[config.mk]
export PLATFORM = sky130hd
export DESIGN_NAME = hex_rec_decoder
export DESIGN_NICKNAME = d
export VERILOG_FILES = /design/src/rtl/hex_rec_pkg.sv /design/src/rtl/hex_nibble_dec.sv /design/src/rtl/hex_rec_decoder.sv
export SDC_FILE = /design/constraint.sdc
export NUM_CORES = 1
export LEC_CHECK = 0
export ABC_AREA = 1
export ABC_CLOCK_PERIOD_IN_PS = 6600
export CAP_MARGIN = 20
export CORE_AREA = 2 2 114 116
export CTS_BUF_LIST = sky130_fd_sc_hd__clkbuf_8 sky130_fd_sc_hd__clkbuf_16
export CTS_CLUSTER_DIAMETER = 50
export DETAILED_ROUTE_END_ITERATION = 10
export DIE_AREA = 0 0 116 118
export PLACE_DENSITY = 0.85
export SYNTH_ARGS = -nofsm -noshare
export SYNTH_HDL_FRONTEND = slang
export SYNTH_HIERARCHICAL = 1
export SYNTH_SLANG_ARGS = --single-unit
[constraint.sdc]
create_clock -name CLK -period 6.6 [get_ports CLK]
set_input_delay 1.98 -clock CLK [delete_from_list [all_inputs] [get_ports CLK]]
set_output_delay 1.98 -clock CLK [all_outputs]
set_load 0.01 [all_outputs]
[src/rtl/hex_rec_pkg.sv]
// Shared constants for the Intel-HEX record decoder: parser states, record
// types, error codes and the ASCII characters the framer reacts to.
package hex_rec_pkg;

   localparam logic [2:0] ST_IDLE  = 3'd0;
   localparam logic [2:0] ST_LEN   = 3'd1;
   localparam logic [2:0] ST_ADDR  = 3'd2;
   localparam logic [2:0] ST_TYPE  = 3'd3;
   localparam logic [2:0] ST_DATA  = 3'd4;
   localparam logic [2:0] ST_CSUM  = 3'd5;
   localparam logic [2:0] ST_CHECK = 3'd6;

   localparam logic [7:0] REC_DATA = 8'h00;
   localparam logic [7:0] REC_EOF  = 8'h01;
   localparam logic [7:0] REC_ESA  = 8'h02;
   localparam logic [7:0] REC_ELA  = 8'h04;

   localparam logic [2:0] ERR_NONE = 3'd0;
   localparam logic [2:0] ERR_CHAR = 3'd1;
   localparam logic [2:0] ERR_HEX  = 3'd2;
   localparam logic [2:0] ERR_CSUM = 3'd3;
   localparam logic [2:0] ERR_TYPE = 3'd4;
   localparam logic [2:0] ERR_LEN  = 3'd5;

   localparam logic [7:0] ASC_COLON = 8'h3A;
   localparam logic [7:0] ASC_CR    = 8'h0D;
   localparam logic [7:0] ASC_LF    = 8'h0A;
   localparam logic [7:0] ASC_SP    = 8'h20;

endpackage

[src/rtl/hex_nibble_dec.sv]
// ASCII hex digit (0-9, A-F, a-f) to 4-bit value with a valid flag.
module hex_nibble_dec (
   input  logic [7:0] ch,
   output logic [3:0] nib,
   output logic       vld
);

   always_comb begin
      nib = 4'd0;
      vld = 1'b0;
      if (ch >= 8'h30 && ch <= 8'h39) begin
         nib = ch[3:0];
         vld = 1'b1;
      end else if ((ch >= 8'h41 && ch <= 8'h46) || (ch >= 8'h61 && ch <= 8'h66)) begin
         // 'A'/'a' have low nibble 1, so +9 lands on 10
         nib = ch[3:0] + 4'd9;
         vld = 1'b1;
      end
   end

endmodule

[src/rtl/hex_rec_decoder.sv]
// Intel-HEX record decoder: ASCII character stream in, packed little-endian
// memory write cycles out, with checksum, typed sticky errors and EOF flag.
module hex_rec_decoder
   import hex_rec_pkg::*;
#(
   parameter int ADDR_W     = 32,
   parameter int DATA_BYTES = 1,
   parameter int EXT_EN     = 1
) (
   input  logic                    CLK,
   input  logic                    CLR,
   input  logic                    EN,
   input  logic [7:0]              DI,
   output logic [ADDR_W-1:0]       AB,
   output logic [8*DATA_BYTES-1:0] DB,
   output logic [DATA_BYTES-1:0]   BE,
   output logic                    WE,
   output logic                    ERR,
   output logic [2:0]              ERR_CODE,
   output logic                    DONE
);

   localparam int LW = (DATA_BYTES > 1) ? $clog2(DATA_BYTES) : 1;

   logic [2:0]              state;
   logic                    ph;
   logic [3:0]              hi;
   logic [7:0]              len, rtype, bcnt, sum;
   logic [15:0]             offset, ext;
   logic [31:0]             base;
   logic [8*DATA_BYTES-1:0] wbuf, nbuf;
   logic [DATA_BYTES-1:0]   wbe, nbe;

   logic [3:0]        nib;
   logic              nib_vld;
   logic [7:0]        byte_v;
   logic [15:0]       off_i;
   logic [31:0]       addr_full;
   logic [ADDR_W-1:0] addr;
   logic [LW-1:0]     lane;
   logic              last_byte, flush;
   logic              idle_like, ws, eof_now, chk_base, take, err_set;
   logic [2:0]        chk_code, chr_code, err_val;

   hex_nibble_dec u_nib (
      .ch  (DI),
      .nib (nib),
      .vld (nib_vld)
   );

   always_comb begin
      byte_v    = {hi, nib};
      off_i     = offset + {8'd0, bcnt};
      addr_full = base + {16'd0, off_i};
      addr      = addr_full[ADDR_W-1:0];
      lane      = (DATA_BYTES == 1) ? '0 : LW'(addr);
      last_byte = (bcnt == len - 8'd1);
      flush     = (int'(lane) == DATA_BYTES - 1) || last_byte;
      nbuf      = wbuf;
      nbe       = wbe;
      for (int k = 0; k < DATA_BYTES; k++) begin
         if (int'(lane) == k) begin
            nbuf[8*k +: 8] = byte_v;
            nbe[k]         = 1'b1;
         end
      end
   end

   // Record verdict, only meaningful while sitting in CHECK
   always_comb begin
      chk_code = ERR_NONE;
      eof_now  = 1'b0;
      chk_base = 1'b0;
      if (sum != 8'd0) begin
         chk_code = ERR_CSUM;
      end else begin
         case (rtype)
            REC_DATA: ;
            REC_EOF: begin
               if (len != 8'd0) chk_code = ERR_LEN;
               else             eof_now  = (state == ST_CHECK);
            end
            REC_ESA, REC_ELA: begin
               if (EXT_EN == 0)        chk_code = ERR_TYPE;
               else if (len != 8'd2)   chk_code = ERR_LEN;
               else                    chk_base = 1'b1;
            end
            default: chk_code = ERR_TYPE;
         endcase
      end
      if (state != ST_CHECK) chk_code = ERR_NONE;
   end

   // CHECK also accepts a character, so a ':' arriving back-to-back is not lost
   always_comb begin
      idle_like = (state == ST_IDLE) || (state == ST_CHECK);
      ws        = (DI == ASC_CR) || (DI == ASC_LF) || (DI == ASC_SP);
      take      = EN && !DONE && !eof_now;
      chr_code  = ERR_NONE;
      if (take) begin
         if (idle_like) begin
            if (DI != ASC_COLON && !ws) chr_code = ERR_CHAR;
         end else if (!nib_vld) begin
            chr_code = ERR_HEX;
         end
      end
      err_set = (chk_code != ERR_NONE) || (chr_code != ERR_NONE);
      err_val = (chk_code != ERR_NONE) ? chk_code : chr_code;
   end

   always_ff @(posedge CLK) begin
      if (CLR) begin
         state    <= ST_IDLE;
         ph       <= 1'b0;
         sum      <= 8'd0;
         base     <= 32'd0;
         wbuf     <= '0;
         wbe      <= '0;
         AB       <= '0;
         DB       <= '0;
         BE       <= '0;
         WE       <= 1'b1;
         ERR      <= 1'b0;
         ERR_CODE <= ERR_NONE;
         DONE     <= 1'b0;
      end else begin
         WE <= 1'b1;
         if (err_set) begin
            ERR <= 1'b1;
            if (!ERR) ERR_CODE <= err_val;
         end
         if (state == ST_CHECK) begin
            state <= ST_IDLE;
            if (eof_now) DONE <= 1'b1;
            if (chk_base) base <= (rtype == REC_ESA) ? {12'd0, ext, 4'd0} : {ext, 16'd0};
         end
         if (take) begin
            if (idle_like) begin
               if (DI == ASC_COLON) begin
                  state <= ST_LEN;
                  sum   <= 8'd0;
                  ph    <= 1'b0;
               end
            end else if (!nib_vld) begin
               state <= ST_IDLE;
               wbuf  <= '0;
               wbe   <= '0;
            end else if (!ph) begin
               hi <= nib;
               ph <= 1'b1;
            end else begin
               ph  <= 1'b0;
               sum <= sum + byte_v;
               case (state)
                  ST_LEN: begin
                     len   <= byte_v;
                     bcnt  <= 8'd0;
                     state <= ST_ADDR;
                  end
                  ST_ADDR: begin
                     if (bcnt == 8'd0) begin
                        offset[15:8] <= byte_v;
                        bcnt         <= 8'd1;
                     end else begin
                        offset[7:0] <= byte_v;
                        state       <= ST_TYPE;
                     end
                  end
                  ST_TYPE: begin
                     rtype <= byte_v;
                     bcnt  <= 8'd0;
                     state <= (len == 8'd0) ? ST_CSUM : ST_DATA;
                  end
                  ST_DATA: begin
                     if (rtype == REC_DATA) begin
                        if (flush) begin
                           WE   <= 1'b0;
                           AB   <= addr & ~ADDR_W'(DATA_BYTES - 1);
                           DB   <= nbuf;
                           BE   <= nbe;
                           wbuf <= '0;
                           wbe  <= '0;
                        end else begin
                           wbuf <= nbuf;
                           wbe  <= nbe;
                        end
                     end
                     if (bcnt == 8'd0)      ext[15:8] <= byte_v;
                     else if (bcnt == 8'd1) ext[7:0]  <= byte_v;
                     bcnt <= bcnt + 8'd1;
                     if (last_byte) state <= ST_CSUM;
                  end
                  ST_CSUM: state <= ST_CHECK;
                  default: state <= ST_IDLE;
               endcase
            end
         end
      end
   end

endmodule

* Word-level counts from Yosys, hierarchy flattened
Index checks and enable logic that the tools add are counted.
Operators by class: $lt $le $gt $ge 6, add/sub/neg operators 6, muxes and demuxes 42, equality and inequality tests 20, reduce and logical (&&, ||, !) cells 42, bitwise operators 8
Operator list (count):
- 2-to-1 mux 3 bit | 15
- 2-to-1 mux 8 bit | 5
- adder 32 x 16 -> 32 bit | 1
- 2-to-1 mux 32 bit | 1
- AND reduction 7 bit | 4
- logical NOT 8 bit | 3
- one-hot mux 8 bit (3 select lines) | 1
- AND reduction 6 bit | 3
- adder 16 x 8 -> 16 bit | 1
- == test 8 x 1 -> 1 bit, second input constant | 2
- == test 8 x 4 -> 1 bit, second input constant | 2
- == test 8 x 6 -> 1 bit, second input constant | 2
- >= comparator 8 x 7 -> 1 bit, second input constant | 2
- <= comparator 8 x 7 -> 1 bit, second input constant | 2
- nonzero test 8 bit | 2
- 2-to-1 mux 1 bit | 15
- one-hot mux 3 bit (5 select lines) | 1
- == test 3 bit, second input constant | 3
- one-hot mux 3 bit (3 select lines) | 1
- nonzero test 3 bit | 3
- adder 8 x 1 -> 8 bit, second input constant | 1
- adder 8 bit | 1
- == test 8 x 2 -> 1 bit, second input constant | 1
- == test 8 x 3 -> 1 bit, second input constant | 1
- 27 further kinds | 51
Word-level totals: register bits 151, input bits 11

* Logic depth before layout (Yosys ltp)
Gate-level depths: netlist of the first run.
word-level depth 11, gate-level depth with buffers 23

* Cells and area by module
The synthesis of the first run kept the hierarchy.
By module, submodules not included:
- hex_rec_decoder | area an instance 7684.9 um^2, cells each 959, sequential area each 3543.4 um^2, times used 1
- hex_nibble_dec | area an instance 175.2 um^2, cells each 33, sequential area each 0.0 um^2, times used 1

* Worst setup path after synthesis of the first run
Ideal clock, no wire load.
path kind input port to flip-flop, from input port DI[0], to register ext[0] (enable), buffers on the path 0, arrival time 4.057 ns, stages on the path 12, slack 2.148 ns, data required time 6.205 ns, cell sequence inv_1 -> ha_1 -> nor2_1 -> o21ai_1 -> nand2_1 -> nand2_1 -> inv_1 -> nor2_2 -> inv_1 -> nor3_1 -> nand2_1 -> nor4_1
On the way: longest elaborated chain between the ends 6, elaborated cells on any way between the ends 13, classes of those cells 6 x order compare; 2 x mux; 5 x reduce/logical
Ends and longest elaborated chain:
- start, declared | RTL line hex_rec_decoder.sv:13 | input logic [7:0] DI,
- >= comparator 8 x 7 -> 1 bit / <= comparator 8 x 7 -> 1 bit (equally long branches) | RTL line hex_nibble_dec.sv:14 | end else if ((ch >= 8'h41 && ch <= 8'h46) || (ch >= 8'h61 && ch <= 8'h66)) begin
- logical AND 1 bit | RTL line hex_nibble_dec.sv:14
- logical OR 1 bit | RTL line hex_nibble_dec.sv:14
- 2-to-1 mux 1 bit | RTL line hex_nibble_dec.sv:14
- 2-to-1 mux 1 bit (*) | RTL line hex_nibble_dec.sv:11 | if (ch >= 8'h30 && ch <= 8'h39) begin
- net nib_vld | RTL line hex_rec_decoder.sv:35 | logic nib_vld;
- AND reduction 8 bit (no line) (*)
- end signal, assigned | RTL line hex_rec_decoder.sv:189 | else if (bcnt == 8'd1) ext[7:0] <= byte_v;
- end, declared | RTL line hex_rec_decoder.sv:29 | logic [15:0] offset, ext;
The timed path passes the listed nets; every way through them passes the cells marked *. A chain may end at the register's enable or synchronous reset.

* Final worst setup path of the first run
from input port DI[0], to register offset[1] (enable)
On the way: longest elaborated chain between the ends 6, elaborated cells on any way between the ends 13, classes of those cells 6 x order compare; 2 x mux; 5 x reduce/logical
Ends and longest elaborated chain:
- >= comparator 8 x 7 -> 1 bit / <= comparator 8 x 7 -> 1 bit (equally long branches) | RTL line hex_nibble_dec.sv:14
- logical AND 1 bit | RTL line hex_nibble_dec.sv:14
- logical OR 1 bit | RTL line hex_nibble_dec.sv:14
- 2-to-1 mux 1 bit | RTL line hex_nibble_dec.sv:14
- 2-to-1 mux 1 bit (*) | RTL line hex_nibble_dec.sv:11
- net nib_vld | RTL line hex_rec_decoder.sv:35
- AND reduction 7 bit (no line) (*)
- end signal, assigned | RTL line hex_rec_decoder.sv:165 | offset[7:0] <= byte_v;
- end, declared | RTL line hex_rec_decoder.sv:29
Marks and branches as above.

==> flow_metrics.tcl, run 1 <==
set metrics [dict create \
    crit_path_end_kind "flop" \
    drv_cap 0 \
    syn_nets 1041 \
    place_area_um2 8590 \
    min_period_ns 4.91 \
    wl_per_cell_um 16.2 \
    totalWireLength_um 20100 \
    grt_max_degree 41 \
    grt_pass1_wl_um 32000 \
    synthTopCellsByArea "edfxtp_1, dfxtp_1, nand2_1" \
    drtPass1Iterations 7 \
    grt-ovfl-total 0 \
    max_freq_ghz 0.204 \
    cp_data_arrival_time_ns 4.96 \
    seqCellArea_um2 3540 \
    hold_path.class "flop to flop" \
    p_per_area_nw_per_um2 217 \
    synthArstFlopShare_pct 0 \
    cts_buffers 17 \
    fin_nets 1100 \
    syn-instance-count 992 \
    cts-root-buf "clkbuf_16" \
    r2r-end "AB[30]$_SDFFE_PP0P_" \
    synth_edf_count 60 \
    via_per_inst 5.69 \
    holdWs_ns 0.448 \
    multi_input_area_um2 3800 \
    rr_worst_depth 21 \
    fin_crit_sh_pct 74.4 \
    r2r_setup_slack_ns 2.77 \
    place.port_buffers 57 \
    syn_avg_cell_area_um2 7.92 \
    dr.first_iter.drc_count 523 \
    drv_slew 0 \
    crit_start "DI[0]" \
    ys_seq_area_share_pct 45.1 \
    post_cts_buffers 0 \
    worstSetupStartpointType "input port" \
    post-place-ws_ns 1.15 \
    dieArea_um2 13700 \
    post_cts_resized 0 \
    antenna_found_initial 0 \
    grt_use_total_pct 30.3 \
    ys.flop_type "dfxtp_1" \
    clockBufferDepth 2 \
    worst_pin_slew_ns 1.08 \
    chipWidth_um 116 \
    netlist_area_um2 7860 \
    netlist.area_leader.share_pct 22.9 \
    antenna_cells 0 \
    clk_pin_slew_ns 0.06 \
    vias 7031 \
    clock_skew_ns 0.00893 \
    drc 0 \
    status "completed" \
    hold_viol 0 \
    ys_warn_count 6 \
    leakagePower_nw 3.85 \
    ant_nets 0 \
    crit_path_max_fanout 9 \
    ir_worst_vdd_mv 0.237 \
    ctsHoldBuffers 0 \
    cts_htree_levels 4 \
    final.fill_count 922 \
    path_class "input port to flop" \
    grt_pass1_vias 6673 \
    finalSetupTns_ns 0 \
    rsz0062_at_grt "false" \
    initial_core_util_pct 63.3 \
    clock_latency_ns 0.44 \
    synth_cell_types 43 \
    ios 58 \
    post-route-cell-area_um2 9200 \
    gp_congestion 0.936 \
    clock-sinks 147 \
    crit_end "offset[1]$_DFFE_PP_" \
    setup_viol 0 \
    dpl.hpwl_um 14000 \
    required_ns 6.65 \
    worst_slack_ns 1.69 \
    num_rows 41 \
    yosys.area.top_type "edfxtp_1" \
    fp.coreArea_um2 12400 \
    ys_ff_latch 147 \
    crit-reg2reg-launch "bcnt[0]$_DFFE_PP_" \
    slew_headroom_pct 27.6 \
    cts_tree "done" \
    drive_gt1_share_pct 5.17 \
    areaGrowthSynthToFinish_pct 17.0 \
    dieHeight_um 118 \
]
## layout make-up
cell class	instances	area share [%]
sequential	147	38.5
tap	172	2.34
multi-input combinational	710	41.3
timing repair buffer	63	6.67
clock inverter	15	1.96
clock buffer	17	4.63
inverter	112	4.57
## cells by family after synthesis
logic type / synth area share, %
xor gates and xnor gates: 4.79
buffers and inverters: 6.57
and+or+nand+nor: 24.5
adders and majority gates: 6.34
AOI/OAI and AO/OA: 12.7
DFF: 45.1
## metal layers
layer,global-route usage [%],up-vias,routed length (um),share of wire [%]
met5,0,-,0,0
met4,16.3,0,779,3.9
met3,6.80,70,1460,7.3
met2,49.6,315,9760,49
met1,36.9,3204,8060,40
li1,-,3442,-,-
## worst min path at each step
stage	slack, ns	endpoint	from	depth (start not counted)
2_1_floorplan	0.45	sum[2]$_SDFFE_PP0P_	sum[2]$_SDFFE_PP0P_	2
3_3_place_gp	0.44	AB[2]$_SDFFE_PP0P_	AB[2]$_SDFFE_PP0P_	2
3_5_place_dp	0.44	AB[6]$_SDFFE_PP0P_	AB[6]$_SDFFE_PP0P_	2
4_1_cts	0.45	AB[6]$_SDFFE_PP0P_	AB[6]$_SDFFE_PP0P_	2
5_1_grt	0.48	AB[2]$_SDFFE_PP0P_	AB[2]$_SDFFE_PP0P_	2
6_report	0.45	AB[6]$_SDFFE_PP0P_	AB[6]$_SDFFE_PP0P_	2
## state kept, by name, indices dropped and copies added (netlist names)
register,count
offset,16
AB,32
ph,1
WE,1
base,28
len,8
state,3
rtype,8
DB,8
ERR,1
ext,16
BE,1
hi,4
bcnt,8
ERR_CODE,3
DONE,1
sum,8
## layout by cell type, fill, tap and decap left out, types with 2 or more instances in the layout
master and n:
nand2_1 173, nor2_1 170, inv_1 105, dfxtp_1 87, o21ai_0 71, a21oi_1 61
edfxtp_1 60, clkdlybuf4s50_1 57, nand3_1 55, ha_1 35, xor2_1 31, nor3_1 22
clkbuf_16 17, a211oi_1 13, xnor2_1 12, a22oi_1 12, nand4_1 11, nor4_1 6
inv_2 5, buf_4 5, nor2_2 4, clkinv_1 4, a311oi_1 4, nor2_4 3
nand3b_1 3, fa_1 3, inv_6 3, clkinvlp_4 3, bufinv_16 3, o21bai_1 2
o2111ai_1 2, o21ai_1 2, o21a_1 2, o211ai_1 2, clkinv_4 2
## where the power goes
| group | switching [mW] | leakage, nW | internal, mW | total [mW] |
|---|---|---|---|---|
| combinational | 0.0321 | 2.30 | 0.0158 | 0.0479 |
| clock | 0.406 | 0.287 | 0.597 | 1.00 |
| sequential | 0.00126 | 1.26 | 0.941 | 0.942 |
| total | 0.440 | 3.85 | 1.55 | 1.99 |
## Yosys cell counts (all sizes together) (3+ instances only)
master	n
fa	3
a21oi	61
xor2	31
nor4	6
a311oi	4
buf	10
o21ai	74
edfxtp	60
inv	110
dfxtp	87
a211oi	13
ha	35
nor3	23
nor2	177
nand4	13
nand2	174
nand3	55
clkbuf	13
nand3b	3
a22oi	12
xnor2	12
## stage by stage
step | power, mW | cells | util [%]
6_report | 1.99 | 1236 | 74.1
5_1_grt | 2.04 | 1236 | 74.1
4_1_cts | 1.99 | 1235 | 74.0
3_5_place_dp | 1.01 | 1203 | 69.2
3_3_place_gp | 1.01 | 1203 | 69.2
2_1_floorplan | 0.989 | 992 | -
## critical path, cell delays in order
cell	delay [ns]
clkdlybuf4s50_1	0.52
inv_1	0.14
ha_1	0.17
nor2_1	0.05
o21ai_1	0.27
nand2_1	0.09
nand2_1	0.10
inv_1	0.05
nor2_2	0.18
inv_1	0.09
nor3_1	0.13
nand2_1	0.27
nor3_1	0.91
(Power assumes the default switching activity.)
==> run 2, diff against run 1 <==
Settings changed: ABC_CLOCK_PERIOD_IN_PS 6600 to 5030, CORE_AREA 2 2 114 116 to 2 2 119 121, DIE_AREA 0 0 116 118 to 0 0 121 123, PLACE_DENSITY 0.85 to 0.79.
Clock period 6.6 ns to 5.03 ns, I/O delays scaled along.
==> run 2 against run 1 <==
  * Sequential share of layout area down 0.089 points
  * Hold slack improved by 0.0053 ns
  * Design area rose by 0.23%
  * Clock skew increased by 0.0038 ns
  * Critical endpoint is now offset[8]$_DFFE_PP_
  * Combinational power grew 38%
  * Critical path depth up 2
  * First-iteration DRC count grew 28%
  * Power grew 26%
==> flow_metrics.tcl, run 2 (synthesized netlist as in run 1, its figures left out) <==
set metrics [dict create \
    required_ns 5.09 \
    top_register "AB" \
    via_per_inst 5.53 \
    fin_nets 1108 \
    slew_headroom_pct 48.8 \
    post-place-cells 1220 \
    hold_viol 0 \
    cp_data_arrival_time_ns 4.30 \
    clk_pin_slew_ns 0.06 \
    vias 6929 \
    min_path_cells 2 \
    clockBufferDepth 2 \
    layout_common_cells "nand2_1, nor2_1, inv_1" \
    min_from "AB[6]$_SDFFE_PP0P_" \
    fin_crit_sh_pct 84.3 \
    wl_per_cell_um 15.9 \
    areaGrowthSynthToFinish_pct 17.3 \
    clock-sinks 147 \
    min_period_ns 4.24 \
    hold_path.class "flop to flop" \
    final_common_cell "nand2_1" \
    grt_pass1_vias 6476 \
    dieArea_um2 14900 \
    drc 0 \
    rr_worst_depth 21 \
    place.port_buffers 57 \
    grt_use_total_pct 27.9 \
    post_cts_resized 0 \
    drv_slew 0 \
    ctsHoldBuffers 0 \
    drive_gt1_share_pct 5.50 \
    cts_buffers 17 \
    crit_path_end_kind "flop" \
    worst_pin_slew_ns 0.766 \
    worst_slack_ns 0.790 \
    crit_path_max_fanout 9 \
    finalSetupTns_ns 0 \
    grt-ovfl-total 0 \
    max_freq_ghz 0.236 \
    dieHeight_um 123 \
    totalWireLength_um 19900 \
    largest_register_ffs 32 \
    clock_skew_ns 0.0127 \
    r2r_setup_slack_ns 1.08 \
    ant_nets 0 \
    grt_max_degree 41 \
    grt_pass1_wl_um 31700 \
    leakagePower_nw 3.90 \
    cts-root-buf "clkbuf_16" \
    clock_latency_ns 0.43 \
    status "completed" \
    antenna_found_initial 0 \
    rsz0062_at_grt "false" \
    dr.first_iter.drc_count 672 \
    worstSetupStartpointType "input port" \
    ios 58 \
    antenna_cells 0 \
    post_cts_buffers 0 \
    drtPass1Iterations 5 \
    fin_cells 1252 \
    p_per_area_nw_per_um2 272 \
    dpl.hpwl_um 14200 \
    hold_end "AB[6]$_SDFFE_PP0P_" \
    cts_tree "done" \
    ir_worst_vdd_mv 0.330 \
    initial_core_util_pct 57.7 \
    num_rows 43 \
    crit-reg2reg-launch "bcnt[0]$_DFFE_PP_" \
    path_class "input port to flop" \
    drv_cap 0 \
    top_regs "AB x32, base x28" \
    fp.coreArea_um2 13600 \
    gp_congestion 0.988 \
    setup_viol 0 \
    final.fill_count 1139 \
    chipWidth_um 121 \
    r2r-end "AB[30]$_SDFFE_PP0P_" \
    post-place-ws_ns 0.417 \
    finalPower_mw 2.51 \
    cts_htree_levels 4 \
]
==> run 2: cell types whose count changed in the layout (fill, tap and decap cells not counted) <==
| cell | change |
|---|---|
| inv_6 | -3 |
| buf_4 | +9 |
| clkinv_2 | +1 |
| inv_8 | -1 |
| buf_2 | -1 |
| inv_1 | +5 |
| inv_4 | +3 |
| clkinv_1 | -1 |
| bufinv_16 | -1 |
| clkinvlp_4 | -3 |
==> run 2: how the worst max path moves through the flow <==
stage / from / to / slack [ns] / cells past startpoint
finish: DI[0] / offset[8]$_DFFE_PP_ / 0.79 / 15
global route: DI[0] / offset[8]$_DFFE_PP_ / 0.43 / 15
CTS: DI[0] / offset[8]$_DFFE_PP_ / 0.86 / 15
detailed placement: DI[0] / offset[8]$_DFFE_PP_ / 0.42 / 15
global placement: DI[0] / offset[8]$_DFFE_PP_ / 0.54 / 15
floorplan: DI[0] / ext[0]$_DFFE_PP_ / 1.05 / 12
==> run 2: critical path, cell delays in order <==
cell	delay (ns)
clkdlybuf4s50_1	0.53
inv_1	0.15
ha_1	0.18
nor2_1	0.05
o21ai_1	0.28
nand2_1	0.09
nand2_1	0.10
inv_1	0.05
nor2_2	0.17
inv_1	0.09
nor3_1	0.14
nand2_1	0.24
inv_2	0.16
nand2_1	0.08
nor2_1	0.47
==> run 2: per-stage QoR <==
| stage | utilization, % | area, um^2 | hold slack, ns |
|---|---|---|---|
| after floorplan | - | 7860 | 0.450 |
| after global placement | 63.7 | 8660 | 0.443 |
| after detailed placement | 63.7 | 8660 | 0.436 |
| after CTS | 67.7 | 9220 | 0.454 |
| after global routing | 67.7 | 9220 | 0.459 |
| final | 67.7 | 9220 | 0.453 |
==> run 2: per-layer routing <==
metal | up-vias | track usage, % | wire, um | part of all wire (%)
li1 | 3449 | - | - | -
met1 | 3179 | 33.8 | 8250 | 42
met2 | 250 | 47.1 | 9700 | 49
met3 | 51 | 5.58 | 1190 | 6.0
met4 | 0 | 14.5 | 707 | 3.6
met5 | - | 0 | 0 | 0
==> run 2: final cells by class <==
type	count	area (um^2)	area share, %
Inverter	112	420	4.56
Tap cell	180	225	2.44
Clock buffer	17	425	4.61
Timing Repair Buffer	71	676	7.33
Multi-Input combinational cell	710	3800	41.2
Clock inverter	15	129	1.40
Sequential cell	147	3540	38.4
==> run 2: report_power, final <==
group,total (mW),internal [mW],switching (mW)
logic,0.0659,0.0225,0.0434
registers,1.24,1.24,0.00159
clock network,1.20,0.717,0.486
total,2.51,1.97,0.531
